## src/rtl/spram_mem_ctrl_pkg.sv

```systemverilog
// Shared definitions for the SPRAM data-memory controller: access size
// encodings, controller state enum and the store byte-lane helpers.
package spram_mem_ctrl_pkg;

    // Access size encodings carried on req_size (3 behaves as word).
    localparam logic [1:0] SZ_BYTE = 2'd0;
    localparam logic [1:0] SZ_HALF = 2'd1;
    localparam logic [1:0] SZ_WORD = 2'd2;

    typedef enum logic [2:0] {
        ST_IDLE    = 3'd0,
        ST_ACCESS  = 3'd1,
        ST_CAPTURE = 3'd2,
        ST_STANDBY = 3'd3,
        ST_SLEEP   = 3'd4,
        ST_WAKE    = 3'd5
    } state_t;

    // Nibble write mask for MASKWREN; two mask bits cover one byte lane.
    function automatic logic [7:0] mem_mask_gen(input logic [1:0] size,
                                                input logic [1:0] addr_lo);
        case (size)
            SZ_BYTE: return 8'b0000_0011 << {addr_lo, 1'b0};
            SZ_HALF: return addr_lo[1] ? 8'hF0 : 8'h0F;
            default: return 8'hFF;
        endcase
    endfunction

    // Halfwords must be 2-byte aligned, words 4-byte aligned.
    function automatic logic is_misaligned(input logic [1:0] size,
                                           input logic [1:0] addr_lo);
        case (size)
            SZ_BYTE: return 1'b0;
            SZ_HALF: return addr_lo[0];
            default: return addr_lo != 2'b00;
        endcase
    endfunction

    // Replicate right-aligned store data onto every lane so the mask alone
    // decides which lanes the SPRAM actually writes.
    function automatic logic [31:0] store_data(input logic [1:0]  size,
                                               input logic [31:0] wdata);
        case (size)
            SZ_BYTE: return {4{wdata[7:0]}};
            SZ_HALF: return {2{wdata[15:0]}};
            default: return wdata;
        endcase
    endfunction

endpackage

```

## src/rtl/spram_load_align.sv

```systemverilog
// Combinational load-data lane select plus sign/zero extension. Little-endian
// lanes: lane b is data[8b+7:8b]. Usable by any load path reading a 32-bit word.
module spram_load_align
    import spram_mem_ctrl_pkg::*;
(
    input  logic [31:0] rdata,
    input  logic [1:0]  addr_lo,
    input  logic [1:0]  size,
    input  logic        is_unsigned,
    output logic [31:0] data
);

    logic [7:0]  byte_sel;
    logic [15:0] half_sel;
    logic        byte_fill;
    logic        half_fill;

    // Pick the addressed lane(s), then extend to 32 bits.
    always_comb begin
        case (addr_lo)
            2'd0:    byte_sel = rdata[7:0];
            2'd1:    byte_sel = rdata[15:8];
            2'd2:    byte_sel = rdata[23:16];
            default: byte_sel = rdata[31:24];
        endcase
        half_sel  = addr_lo[1] ? rdata[31:16] : rdata[15:0];
        byte_fill = ~is_unsigned & byte_sel[7];
        half_fill = ~is_unsigned & half_sel[15];
        case (size)
            SZ_BYTE: data = {{24{byte_fill}}, byte_sel};
            SZ_HALF: data = {{16{half_fill}}, half_sel};
            default: data = rdata;
        endcase
    end

endmodule

```

## src/rtl/spram_mem_ctrl.sv

```systemverilog
// Initiator-side controller for the cascaded 16K x 32 SPRAM data memory.
// Serves byte/half/word loads and stores, one at a time, and manages SPRAM
// power: STANDBY then SLEEP after idle periods, with a timed wake-up.
//
// Handshake: a request transfers on a rising edge where req_valid && req_ready.
// req_ready is high only in IDLE and never during reset. Once accepted, exactly
// one rsp_valid pulse follows (unless reset intervenes); the next request may be
// accepted on the same cycle rsp_valid is high.
module spram_mem_ctrl
    import spram_mem_ctrl_pkg::*;
#(
    parameter int unsigned IDLE_STBY  = 64,
    parameter int unsigned IDLE_SLEEP = 1024,
    parameter int unsigned WAKE_STBY  = 1,
    parameter int unsigned WAKE_SLEEP = 4
) (
    input  logic        clk,
    input  logic        reset,
    input  logic        req_valid,
    output logic        req_ready,
    input  logic        req_we,
    input  logic [15:0] req_addr,
    input  logic [1:0]  req_size,
    input  logic        req_unsigned,
    input  logic [31:0] req_wdata,
    output logic        rsp_valid,
    output logic        rsp_err,
    output logic [31:0] rsp_rdata,
    output logic [13:0] mem_addr,
    output logic [31:0] mem_wdata,
    output logic [7:0]  mem_mask,
    output logic        mem_wren,
    output logic        mem_cs,
    output logic        mem_standby,
    output logic        mem_sleep,
    output logic        mem_poweroff,
    input  logic [31:0] mem_rdata
);

    localparam logic [15:0] STBY_N  = 16'(IDLE_STBY);
    localparam logic [15:0] SLEEP_N = 16'(IDLE_SLEEP);
    localparam logic [15:0] WAKE_S  = 16'(WAKE_STBY);
    localparam logic [15:0] WAKE_L  = 16'(WAKE_SLEEP);

    state_t      state;
    logic [15:0] idle_cnt;
    logic [15:0] idle_cnt_inc;
    logic [15:0] wake_cnt;

    // Request attributes held for the response phase.
    logic        lat_we;
    logic [1:0]  lat_addr_lo;
    logic [1:0]  lat_size;
    logic        lat_unsigned;
    logic [31:0] load_data;

    // The SPRAM is never powered off by this controller.
    assign mem_poweroff = 1'b1;

    // Ready only in IDLE so at most one request is ever in flight.
    assign req_ready = (state == ST_IDLE) && !reset;

    // Saturating idle counter increment.
    assign idle_cnt_inc = (idle_cnt == 16'hFFFF) ? idle_cnt : idle_cnt + 16'd1;

    spram_load_align u_align (
        .rdata       (mem_rdata),
        .addr_lo     (lat_addr_lo),
        .size        (lat_size),
        .is_unsigned (lat_unsigned),
        .data        (load_data)
    );

    // Controller FSM: access sequencing, responses and power management.
    always_ff @(posedge clk) begin
        if (reset) begin
            state        <= ST_IDLE;
            idle_cnt     <= '0;
            wake_cnt     <= '0;
            lat_we       <= 1'b0;
            lat_addr_lo  <= 2'b00;
            lat_size     <= SZ_BYTE;
            lat_unsigned <= 1'b0;
            rsp_valid    <= 1'b0;
            rsp_err      <= 1'b0;
            rsp_rdata    <= '0;
            mem_addr     <= '0;
            mem_wdata    <= '0;
            mem_mask     <= '0;
            mem_wren     <= 1'b0;
            mem_cs       <= 1'b0;
            mem_standby  <= 1'b0;
            mem_sleep    <= 1'b0;
        end else begin
            rsp_valid <= 1'b0;
            rsp_err   <= 1'b0;
            case (state)
                ST_IDLE: begin
                    if (req_valid) begin
                        // Accept has priority over a coincident standby entry.
                        idle_cnt     <= '0;
                        lat_we       <= req_we;
                        lat_addr_lo  <= req_addr[1:0];
                        lat_size     <= req_size;
                        lat_unsigned <= req_unsigned;
                        if (is_misaligned(req_size, req_addr[1:0])) begin
                            // No SPRAM cycle; report the error right away.
                            rsp_valid <= 1'b1;
                            rsp_err   <= 1'b1;
                            rsp_rdata <= '0;
                        end else begin
                            mem_addr  <= req_addr[15:2];
                            mem_wdata <= store_data(req_size, req_wdata);
                            mem_mask  <= mem_mask_gen(req_size, req_addr[1:0]);
                            mem_wren  <= req_we;
                            mem_cs    <= 1'b1;
                            state     <= ST_ACCESS;
                        end
                    end else if (STBY_N != 16'd0 && idle_cnt_inc == STBY_N) begin
                        state       <= ST_STANDBY;
                        mem_standby <= 1'b1;
                        idle_cnt    <= '0;
                    end else begin
                        idle_cnt <= idle_cnt_inc;
                    end
                end
                ST_ACCESS: begin
                    // The SPRAM edge has happened; release the chip select.
                    mem_cs   <= 1'b0;
                    mem_wren <= 1'b0;
                    if (lat_we) begin
                        rsp_valid <= 1'b1;
                        rsp_rdata <= '0;
                        state     <= ST_IDLE;
                    end else begin
                        state <= ST_CAPTURE;
                    end
                end
                ST_CAPTURE: begin
                    // DATAOUT is valid this cycle.
                    rsp_valid <= 1'b1;
                    rsp_rdata <= load_data;
                    state     <= ST_IDLE;
                end
                ST_STANDBY: begin
                    if (req_valid) begin
                        mem_standby <= 1'b0;
                        wake_cnt    <= WAKE_S;
                        idle_cnt    <= '0;
                        state       <= ST_WAKE;
                    end else if (SLEEP_N != 16'd0 && idle_cnt_inc == SLEEP_N) begin
                        mem_standby <= 1'b0;
                        mem_sleep   <= 1'b1;
                        idle_cnt    <= '0;
                        state       <= ST_SLEEP;
                    end else begin
                        idle_cnt <= idle_cnt_inc;
                    end
                end
                ST_SLEEP: begin
                    if (req_valid) begin
                        mem_sleep <= 1'b0;
                        wake_cnt  <= WAKE_L;
                        idle_cnt  <= '0;
                        state     <= ST_WAKE;
                    end
                end
                ST_WAKE: begin
                    // Hold off accesses until the SPRAM has recovered.
                    if (wake_cnt <= 16'd1) begin
                        state <= ST_IDLE;
                    end
                    if (wake_cnt != 16'd0) begin
                        wake_cnt <= wake_cnt - 16'd1;
                    end
                end
                default: begin
                    state <= ST_IDLE;
                end
            endcase
        end
    end

endmodule

```

## config.mk

```make
export PLATFORM = sky130hd
export DESIGN_NAME = spram_mem_ctrl
export DESIGN_NICKNAME = d
export VERILOG_FILES = /design/src/rtl/spram_mem_ctrl_pkg.sv /design/src/rtl/spram_load_align.sv /design/src/rtl/spram_mem_ctrl.sv
export SDC_FILE = /design/constraint.sdc
export NUM_CORES = 1
export LEC_CHECK = 0
export ABC_AREA = 1
export CAP_MARGIN = 20
export CORE_ASPECT_RATIO = 0.5
export CORE_MARGIN = 2
export CORE_UTILIZATION = 50
export DETAILED_ROUTE_END_ITERATION = 7
export HOLD_SLACK_MARGIN = 0.02
export PLACE_DENSITY = 0.83
export SETUP_SLACK_MARGIN = 0.02
export SLEW_MARGIN = 30
export SYNTH_ARGS = -nofsm -noshare
export SYNTH_HDL_FRONTEND = slang
export SYNTH_SLANG_ARGS = --single-unit
```

## constraint.sdc

```tcl
create_clock -name clk -period 3.21 [get_ports clk]
set_input_delay 0.642 -clock clk [delete_from_list [all_inputs] [get_ports clk]]
set_output_delay 0.642 -clock clk [all_outputs]
set_load 0.01 [all_outputs]
```

==> out/qor.txt <==
Status = finished, final reports clean
Final core utilization = 70.20%
Largest fanout on the critical path = 16
Maximum capacitance violations = 0
Ports = 181
First-pass GRT wire length = 30910 microns
Synthesized instance count = 935
Total of warnings raised by yosys = 0
Commonest non-fill, non-tap cell in the layout = sky130_fd_sc_hd__nand2_1
Number of levels in the clock H-tree = 4
Share of power burned in combinational logic = 37.9%
Share of total power in sequential cells = 33.3%
Clock tree from TritonCTS = done
Fillcell total = 1037
Number of antenna violations at the first check in global routing = 0
Wire per inst = 14.76 microns
All-Layer GR Usage = 27.57%
Maximum vdd ir drop = 0.4396 mV
Clock slew at reported path FFs = 0.06 ns
Total negative setup slack = 0 ns
Flop2flop setup slack = 0.64 ns
DR vias/cell = 5.447
Final critical delay including setup and external delays = 2.566 ns
Detailed-route via count = 6977
CP most frequent cell = sky130_fd_sc_hd__o21ai_0
Cell Count Post-Placement = 1249
Type of the worst setup path = reg2reg
Register cell area after layout = 2582 sq um
# resized after CTS = 0
Ratio of final minimum period to clock period = 79.93%
Number of detailed-route iterations in the first pass = 5
Gpl congestion = 0.9313
Remaining antenna violation count after routing = 0
Multi-input combinational cell area = 3292 sq um
Number of core rows = 29
CP cell instances = inv_1, o21ai_0, o211ai_1, nor2_1, nor2_1, o21ai_0, nand2_1, inv_1, o21ai_0, a21oi_1
Worst-Margin Slew = 0.7148 ns
Via count of the first global-routing pass = 6518
Delay of the slowest critical-path stage = 0.55 ns
Drt first-iter violations = 460
Most used DFF post-synth = sky130_fd_sc_hd__dfxtp_1
Post-synth top area cell = sky130_fd_sc_hd__dfxtp_1
Crit. End Element = flop
Number of library cell types mapped by synthesis = 46
Net count reported at finish = 1188
P_leak = 3.606 nW
Commonest non-fill, non-tap cells in the layout = 203 x sky130_fd_sc_hd__nand2_1, 178 x sky130_fd_sc_hd__clkdlybuf4s50_1, 129 x sky130_fd_sc_hd__dfxtp_1
CTS Hold Bufs = 0
Power per Cell Area = 742.7 nW/um^2
Layout cells sized above 1 = 7.201%
Data required time of the worst path = 3.54 ns
Net Sw Frac = 38.41%
Core ar. = 12590 sq um
Later-pin clock latency in the skew report = 0.41 ns
Initial cell density of the core = 50.86%
Psw = 2.522 mW
Post-synthesis net count = 1025
Clock tree root driver cell = sky130_fd_sc_hd__clkbuf_16
Port-buffer cells = 179
RSZ-0062 raised after global routing = false
Maximum number of pins on one net before global-route repair = 54
Synth top area cells = sky130_fd_sc_hd__dfxtp_1 40%, sky130_fd_sc_hd__nand2_1 12%, sky130_fd_sc_hd__o21ai_0 8.5%, sky130_fd_sc_hd__a21oi_1 7.3%, sky130_fd_sc_hd__nor2_1 7.3%
WP data arrival = 2.89 ns
Number of enable flip-flop cells after synthesis = 0
Flop and latch count out of synthesis = 129
Post-route insts no fill = 1281
Residual DRC = 0
Cell-internal power = 4.043 mW
Final WL = 18910 microns
Share of async-settable or async-resettable flops after synthesis = 0%
Placed wire-length estimate = 13450 microns
Highest clock frequency the design can meet = 389.7 MHz
GR Overflow Total = 0
Pins over their slew limit = 0
Worst setup skew after layout = 0.01080 ns
Number of antenna cells inserted = 0
Relative slew slack = 52.29%
Mapped Avg Cell Area = 6.849 sq um
Height of the chip = 84.03 microns
Die Outline Area = 13780 sq um
Clock group share of total power = 28.7%
Kind of start point of the critical path = flop
Hold Vio Cnt, Final = 0
Setup violation total in the final timing report = 0
Number of buffers created by CTS = 17
Post-CTS setup repair buffer count = 0
Syn-to-layout area delta = 38.02%
Clock sink count = 129
Cell area after synthesis = 6404 sq um
Clk buf depth = 2
Classification of the worst-slack hold path = reg2reg
Number of buffers and inverters on the critical path = 2
Largest delay contributor family on the critical path = compound AO/OA/AOI/OAI gates
Crit-path slowest cell = sky130_fd_sc_hd__dfxtp_1
Horizontal die dimension = 164.0 microns
Proportion of synthesized chip area in sequential cells = 40.33%
Top cell type's share of synthesized area = 40.33%
[kinds of logic (layout without fill, tap and decap cells)]
family	count (synthesis)	count (layout)	synth area share, %
compound gates	259	259	22.55
fa+ha+maj	3	3	0.5862
mux	3	3	0.4690
xor+xnor	3	3	0.4104
flops	129	129	40.33
buf+inv	127	303	8.597
simple gates	410	410	27.00
other cells	1	1	0.05856
[layer usage]
layer | wire length, microns | part of all wire (%) | vias up | global-route usage, %
li1 | - | - | 3434 | -
met1 | 8110 | 43 | 3196 | 35.00
met2 | 8864 | 47 | 290 | 44.81
met3 | 1342 | 7.1 | 57 | 7.004
met4 | 593 | 3.1 | 0 | 11.16
met5 | 0 | 0 | - | 0
[cell type report]
type | count | share of cell area [%]
clock buffer | 17 | 4.813
clock inverter | 15 | 1.699
inverter | 81 | 3.468
multi-input combinational | 679 | 37.25
sequential | 129 | 29.22
tap | 170 | 2.407
timing repair buffer | 190 | 21.15
[path summary, 6_finish.rpt]
kind                                 endpoint  cells after the start           start
worst max-delay path            rsp_rdata[30]                     10  lat_addr_lo[1]
worst min-delay path            rsp_rdata[15]                      2   rsp_rdata[15]
worst max register to register  rsp_rdata[30]                     10  lat_addr_lo[1]
worst min register to register  rsp_rdata[15]                      2   rsp_rdata[15]
[registers in the layout, indices dropped and copies added (netlist names)]
| signal | count |
|---|---|
| idle_cnt | 16 |
| lat_addr_lo | 2 |
| lat_size | 2 |
| lat_unsigned | 1 |
| lat_we | 1 |
| mem_addr | 14 |
| mem_cs | 1 |
| mem_mask | 4 |
| mem_sleep | 1 |
| mem_standby | 1 |
| mem_wdata | 32 |
| mem_wren | 1 |
| rsp_err | 1 |
| rsp_rdata | 32 |
| rsp_valid | 1 |
| state | 3 |
| wake_cnt | 16 |
[worst reg2reg max path, cell delays in order, from the launching register on]
cell	delay, ns
sky130_fd_sc_hd__dfxtp_1	0.55
sky130_fd_sc_hd__inv_1	0.28
sky130_fd_sc_hd__o21ai_0	0.36
sky130_fd_sc_hd__o211ai_1	0.17
sky130_fd_sc_hd__nor2_1	0.15
sky130_fd_sc_hd__nor2_1	0.11
sky130_fd_sc_hd__o21ai_0	0.12
sky130_fd_sc_hd__nand2_1	0.07
sky130_fd_sc_hd__inv_1	0.32
sky130_fd_sc_hd__o21ai_0	0.17
sky130_fd_sc_hd__a21oi_1	0.20
[per-stage QoR]
stage	hold slack, ns	setup WS, ns	power, mW	instance area [sq um]
detailed placement	0.4541	0.4321	4.653	8263
floorplan	0.4435	1.080	3.715	6404
global placement	0.4478	0.5022	4.592	8263
global route	0.4826	0.4419	6.969	8838
finish	0.4624	0.6441	6.564	8838
CTS	0.4633	0.6214	6.566	8838
[synth_stat cells, types with 2 or more instances]
cell and n:
sky130_fd_sc_hd__o211ai_1 9, sky130_fd_sc_hd__clkbuf_1 30, sky130_fd_sc_hd__nand2_2 10, sky130_fd_sc_hd__nor2_4 2, sky130_fd_sc_hd__buf_4 6, sky130_fd_sc_hd__inv_1 76
sky130_fd_sc_hd__buf_6 3, sky130_fd_sc_hd__nand4_1 9, sky130_fd_sc_hd__o21bai_1 3, sky130_fd_sc_hd__dfxtp_1 129, sky130_fd_sc_hd__mux2i_1 3, sky130_fd_sc_hd__nand3_1 37
sky130_fd_sc_hd__a21oi_1 93, sky130_fd_sc_hd__a41oi_1 3, sky130_fd_sc_hd__nand2_4 2, sky130_fd_sc_hd__nand2_1 203, sky130_fd_sc_hd__ha_1 3, sky130_fd_sc_hd__o21a_1 2
sky130_fd_sc_hd__nor3_1 9, sky130_fd_sc_hd__nor2_2 7, sky130_fd_sc_hd__nand3b_1 2, sky130_fd_sc_hd__nor4_1 2, sky130_fd_sc_hd__inv_2 3, sky130_fd_sc_hd__a31oi_1 18
sky130_fd_sc_hd__a22o_1 2, sky130_fd_sc_hd__clkbuf_8 2, sky130_fd_sc_hd__o2111ai_1 4, sky130_fd_sc_hd__o221ai_1 4, sky130_fd_sc_hd__o21ai_1 2, sky130_fd_sc_hd__buf_2 5
sky130_fd_sc_hd__xor2_1 2, sky130_fd_sc_hd__a21oi_2 5, sky130_fd_sc_hd__nor2_1 124, sky130_fd_sc_hd__o21ai_0 109
[power groups by stage]
stage          Sequential, mW  Clock (mW)  Combinational (mW)
2_1_floorplan            2.25           0                1.47
3_3_place_gp             2.20           0                2.39
3_5_place_dp             2.20           0                2.45
4_1_cts                  2.18        1.91                2.48
5_1_grt                  2.23        1.99                2.75
6_report                 2.19        1.89                2.49
Note: power is estimated with default switching activity, not from simulation.
